`src/rtl/regfile_wb_ctrl_pkg.sv`:
```
// Shared core package for the writeback controller.
// Holds the default register width and count, the derived address width and the
// pending-counter width used by the scoreboard.
package regfile_wb_ctrl_pkg;

    localparam int unsigned BIT_DEFAULT     = 32;
    localparam int unsigned REG_NUM_DEFAULT = 32;
    localparam int unsigned AW_DEFAULT      = $clog2(REG_NUM_DEFAULT);

    // Pending counter per register; saturates at PEND_MAX outstanding writes.
    localparam int unsigned       PEND_W   = 2;
    localparam logic [PEND_W-1:0] PEND_MAX = '1;

endpackage

```
`src/rtl/regfile_wb_ctrl_scoreboard.sv`:
```
// wb_scoreboard: per-register pending-write counters, hazard query and the sticky
// underflow flag.
// Ports:
//   clk, rst             - clock, synchronous active-high reset
//   inc_en, inc_addr     - reserve a destination (increment)
//   dec_en, dec_addr     - retire a write (decrement)
//   full_addr, full      - full=1 when full_addr!=0 and its counter is saturated
//   chk_rs1, chk_rs2     - operand addresses to query
//   hazard               - any nonzero queried operand has a pending write
//   sb_err               - set on decrement of a zero counter, held until reset
module wb_scoreboard
    import regfile_wb_ctrl_pkg::*;
#(
    parameter int unsigned REG_NUM = REG_NUM_DEFAULT,
    localparam int unsigned AW     = $clog2(REG_NUM)
) (
    input  logic          clk,
    input  logic          rst,
    input  logic          inc_en,
    input  logic [AW-1:0] inc_addr,
    input  logic          dec_en,
    input  logic [AW-1:0] dec_addr,
    input  logic [AW-1:0] full_addr,
    output logic          full,
    input  logic [AW-1:0] chk_rs1,
    input  logic [AW-1:0] chk_rs2,
    output logic          hazard,
    output logic          sb_err
);

    logic [PEND_W-1:0] cnt_q [REG_NUM];
    logic [PEND_W-1:0] cnt_d [REG_NUM];
    logic              err_d;

    always_comb begin
        cnt_d    = cnt_q;
        err_d    = sb_err;
        cnt_d[0] = '0;
        for (int i = 1; i < REG_NUM; i++) begin
            // Simultaneous reserve and retire of one register cancel out.
            if (inc_en && inc_addr == AW'(i) && !(dec_en && dec_addr == AW'(i))) begin
                if (cnt_q[i] != PEND_MAX) begin
                    cnt_d[i] = cnt_q[i] + PEND_W'(1);
                end
            end else if (dec_en && dec_addr == AW'(i) && !(inc_en && inc_addr == AW'(i))) begin
                if (cnt_q[i] == '0) begin
                    err_d = 1'b1;
                end else begin
                    cnt_d[i] = cnt_q[i] - PEND_W'(1);
                end
            end
        end
    end

    always_ff @(posedge clk) begin
        if (rst) begin
            for (int i = 0; i < REG_NUM; i++) begin
                cnt_q[i] <= '0;
            end
            sb_err <= 1'b0;
        end else begin
            cnt_q  <= cnt_d;
            sb_err <= err_d;
        end
    end

    assign full   = (full_addr != '0) && (cnt_q[full_addr] == PEND_MAX);
    assign hazard = ((chk_rs1 != '0) && (cnt_q[chk_rs1] != '0)) ||
                    ((chk_rs2 != '0) && (cnt_q[chk_rs2] != '0));

endmodule

```
`src/rtl/regfile_wb_ctrl.sv`:
```
// Register-file writeback controller.
// Arbitrates two writeback requesters (A: ALU, B: load) round-robin into a single
// registered regfile write port and tracks pending destinations in a scoreboard.
// Ports:
//   clk, rst                         - clock, synchronous active-high reset
//   iss_valid, iss_rd, iss_ready     - destination reservation at issue
//   a_valid, a_rd, a_data, a_ready   - ALU writeback request
//   b_valid, b_rd, b_data, b_ready   - load writeback request
//   wr_en, wr_addr, wr_data          - registered regfile write port (1-cycle latency)
//   chk_rs1, chk_rs2, hazard         - read-operand hazard query
//   sb_err                           - sticky scoreboard underflow flag
module regfile_wb_ctrl
    import regfile_wb_ctrl_pkg::*;
#(
    parameter int unsigned BIT     = BIT_DEFAULT,
    parameter int unsigned REG_NUM = REG_NUM_DEFAULT,
    localparam int unsigned AW     = $clog2(REG_NUM)
) (
    input  logic           clk,
    input  logic           rst,
    input  logic           iss_valid,
    input  logic [AW-1:0]  iss_rd,
    output logic           iss_ready,
    input  logic           a_valid,
    input  logic [AW-1:0]  a_rd,
    input  logic [BIT-1:0] a_data,
    output logic           a_ready,
    input  logic           b_valid,
    input  logic [AW-1:0]  b_rd,
    input  logic [BIT-1:0] b_data,
    output logic           b_ready,
    output logic           wr_en,
    output logic [AW-1:0]  wr_addr,
    output logic [BIT-1:0] wr_data,
    input  logic [AW-1:0]  chk_rs1,
    input  logic [AW-1:0]  chk_rs2,
    output logic           hazard,
    output logic           sb_err
);

    logic iss_full;
    logic inc_en;
    logic favor_b_q;  // B wins the next contention

    assign iss_ready = !iss_full;
    assign inc_en    = iss_valid && iss_ready && (iss_rd != '0);

    // Grants are suppressed during reset so no handshake completes in that cycle.
    always_comb begin
        a_ready = 1'b0;
        b_ready = 1'b0;
        if (!rst) begin
            if (a_valid && b_valid) begin
                a_ready = !favor_b_q;
                b_ready = favor_b_q;
            end else begin
                a_ready = a_valid;
                b_ready = b_valid;
            end
        end
    end

    always_ff @(posedge clk) begin
        if (rst) begin
            favor_b_q <= 1'b0;
            wr_en     <= 1'b0;
            wr_addr   <= '0;
            wr_data   <= '0;
        end else begin
            if (a_valid && b_valid) begin
                favor_b_q <= a_ready;
            end
            wr_en <= 1'b0;
            if (a_ready) begin
                wr_en   <= (a_rd != '0);
                wr_addr <= a_rd;
                wr_data <= a_data;
            end else if (b_ready) begin
                wr_en   <= (b_rd != '0);
                wr_addr <= b_rd;
                wr_data <= b_data;
            end
        end
    end

    // Retire on the edge that ends the write cycle, so hazard drops one cycle later.
    wb_scoreboard #(
        .REG_NUM (REG_NUM)
    ) u_wb_scoreboard (
        .clk       (clk),
        .rst       (rst),
        .inc_en    (inc_en),
        .inc_addr  (iss_rd),
        .dec_en    (wr_en),
        .dec_addr  (wr_addr),
        .full_addr (iss_rd),
        .full      (iss_full),
        .chk_rs1   (chk_rs1),
        .chk_rs2   (chk_rs2),
        .hazard    (hazard),
        .sb_err    (sb_err)
    );

endmodule

```
`config.mk`:
```
export PLATFORM = sky130hd
export DESIGN_NAME = regfile_wb_ctrl
export DESIGN_NICKNAME = d
export VERILOG_FILES = /design/src/rtl/regfile_wb_ctrl_pkg.sv /design/src/rtl/regfile_wb_ctrl_scoreboard.sv /design/src/rtl/regfile_wb_ctrl.sv
export SDC_FILE = /design/constraint.sdc
export NUM_CORES = 1
export LEC_CHECK = 0
export CORE_UTILIZATION = 53
export DETAILED_ROUTE_END_ITERATION = 6
export PLACE_DENSITY = 0.82
export SYNTH_ARGS = -nofsm -noshare
export SYNTH_HDL_FRONTEND = slang
export SYNTH_SLANG_ARGS = --single-unit
```
`constraint.sdc`:
```
create_clock -name clk -period 4.5 [get_ports clk]
set_clock_uncertainty 0.15 [all_clocks]
set_input_delay 1.125 -clock clk [delete_from_list [all_inputs] [get_ports clk]]
set_output_delay 1.125 -clock clk [all_outputs]
set_load 0.1 [all_outputs]
```
==> impl_metrics.toml <==
[power]
clkPwrFrac_pct = 31.0
p_int_uw = 1561
ir_drop_uv = 337.1
p_seq_share_pct = 40.5
power_frac_comb_pct = 28.5
p_switching_uw = 851.6
p_per_area_mw_per_mm2 = 269.6
p_leak_uw = 0.003355
netSwitchingFraction_pct = 35.30

[yosys]
synth_cell_types = 60
yosys_warnings = 0
synth_seq_area_share_pct = 30.33
synth_top_area_share_pct = 30.33
synth_top_area_cell = "dfxtp_1"
async_reset_ff_share_pct = 0
synthCells = 840
syn_area_mm2 = 0.006731
syn_area_per_cell_um2 = 8.014
syn-num-nets = 934
synth_area_leaders = "dfxtp_1, mux4_2, mux2i_1, a211oi_1, nor2_1"
synth-main-ff-cell = "dfxtp_1"
synth_edf_count = 0
ys_seq_elements = 102

[global_route]
grt_max_degree = 76
track_usage_pct = 33.78
grt_first_pass_wirelength_mm = 34.28
antenna_found_initial = 0
gr-total-overflow = 0
grt_pass1_vias = 6870

[clock_tree]
cts_buffer_depth = 2
cts_tree = "done"
clockRootBuffer = "clkbuf_16"
clock_latency_ns = 0.36
cts_buffers = 9
path_clk_slew_ns = 0.07
clock_sinks = 102
htreeDepth = 3

[worst_setup_path]
crit_chain = "clkdlybuf4s50_1, buf_12, mux4_2, nor2_1, a2111oi_4, and2_4, nor2_4, buf_12"
cp_max_fo = 21
start_kind = "input pin"
path_delay_family = "buffers and inverters"
cp_slowest_stage_delay_ns = 0.52
critPathKind = "input pin to output port"
cpMostUsedCell = "buf_12"
worstPathArrival_ns = 3.12
cp_data_required_time_ns = 3.22
endpoint_kind = "output port"
path_buf_inv = 3
crit_path_top_delay_cell = "mux4_2"

[route]
routed-via-count = 7364
wire_per_inst_um = 18.87
drc = 0
dr.pass1.iters = 6
viasPerCell = 6.294
antenna_left = 0
drt-total-wl_mm = 22.08
initialDrtViolationCount = 970

[timing]
max-slew-margin-rel_pct = 30.43
fmax_mhz = 227.7
drv_slew = 0
tightest_slew_ns = 1.040
min_period_over_period_pct = 97.60
hold_viol_final = 0
setup_viol = 0
rsz0062_at_grt = "no"
min_period_ns = 4.392
hold_slack_ns = 0.3699

[final_layout]
fin_util_pct = 73.27
mostFrequentLayoutCells = "clkdlybuf4s50_1, nor2_1, dfxtp_1"
layout_commonest_cell = "clkdlybuf4s50_1"
nFillCells = 996
area_growth_pct = 32.92
num-nets-final = 1091
drive_above_1_share_pct = 12.48
insertedDiodeCount = 0

[floorplanning]
die_w_um = 114.7
fp.dieH_um = 114.7
coreArea_mm2 = 0.01221
ios = 137
rows = 40
dieArea_mm2 = 0.01316
start_util_pct = 55.12

[flow_run]
drv_cap = 0

[placed_design]
portBuffers = 136
routabilityCongestion = 1.024
dp_hpwl_mm = 16.56

[status]
status = "complete, no violations"

[min_path]
hold_class = "flip-flop to flip-flop"
[power groups by stage]
stage	sequential (µW)	clock, µW	combinational [µW]
after floorplan	1220	0	212
after detailed placement	997	0	673
after global placement	997	0	667
after CTS	976	758	676
after global routing	981	797	716
final	978	748	686
[state kept, by name, indices dropped and copies added (netlist names)]
register                count
u_wb_scoreboard.cnt_q      62
u_wb_scoreboard.sb_err      1
wr_en                       1
wr_addr                     5
favor_b_q                   1
wr_data                    32
[cell type report]
cell class                      count  area, µm²  share of cell area [%]
Multi-Input combinational cell    668       4449                   49.73
Sequential cell                   102       2042                   22.82
Timing Repair Buffer              194       1888                   21.10
Clock buffer                       11      232.7                   2.601
Tap cell                          168      210.2                   2.349
Inverter                           22      82.58                  0.9229
Clock inverter                      5      42.54                  0.4755
[through the flow]
step	TNS, ns	instances	setup slack, ns	power [µW]	area, µm²
after global routing	0	1170	0.06399	2494	8947
final	0	1170	0.1081	2412	8947
after floorplan	0	840	0.002649	1429	6734
after CTS	0	1164	0.001828	2410	8862
after global placement	0	1148	0.02394	1663	8586
after detailed placement	-0.02018	1148	-0.01765	1670	8586
[kinds of logic (layout without fill, tap and decap cells)]
group	Yosys count	count (layout)	synth area share [%]
and+or+nand+nor	325	325	22.62
muxes	75	75	15.84
xor gates and xnor gates	3	3	0.3904
DFF	102	102	30.33
buffers and inverters	70	232	4.405
AOI/OAI and AO/OA	265	265	26.41
[path summary, 6_finish.rpt]
| check | from | to | slack (ns) | cells after the start |
|---|---|---|---|---|
| max | iss_rd[1] | iss_ready | 0.11 | 8 |
| min reg2reg | u_wb_scoreboard.cnt_q[29] | u_wb_scoreboard.cnt_q[29] | 0.37 | 2 |
| min | u_wb_scoreboard.cnt_q[29] | u_wb_scoreboard.cnt_q[29] | 0.37 | 2 |
| max reg2reg | u_wb_scoreboard.cnt_q[55] | u_wb_scoreboard.sb_err | 1.17 | 10 |
[worst reg2reg max path: cells and delay by family, from the launching register on]
kind                   cells  cell delay, ns
buffers and inverters      2            0.36
multiplexers               2            0.62
flip-flops                 1            0.51
AO/OA/AOI/OAI              5            1.57
AND/OR/NAND/NOR            1            0.05
[per-layer routing]
metal	vias to the layer above	track usage [%]	share of wire [%]
met5	-	0	0
met1	3360	40.34	38
met2	462	56.69	47
met3	89	10.75	12
met4	0	13.16	3.4
li1	3453	-	-
[synthesized netlist by cell type, drive strengths merged (5+ instances only)]
master   number
a2111oi       6
a211oi       60
a21o          8
a21oi        51
a22oi         6
and3         13
buf          18
clkbuf       30
dfxtp       102
inv          22
mux2i        48
mux4         25
nand2        75
nand2b       26
nand3        19
nor2        114
nor2b         9
nor3         35
nor4          6
o21a         23
o21ai        67
o311ai        5
o31ai         7
o32ai         5
or3           5
or4           5
[what timing repair did]
action / CTS / global route
setup endpoints to repair: 2 / 2
setup buffers: 0 / 6
resized for setup: 2 / 11
hold buffers: 0 / 0
pin swaps: 1 / 5
Power figures use the tool's default switching activity.
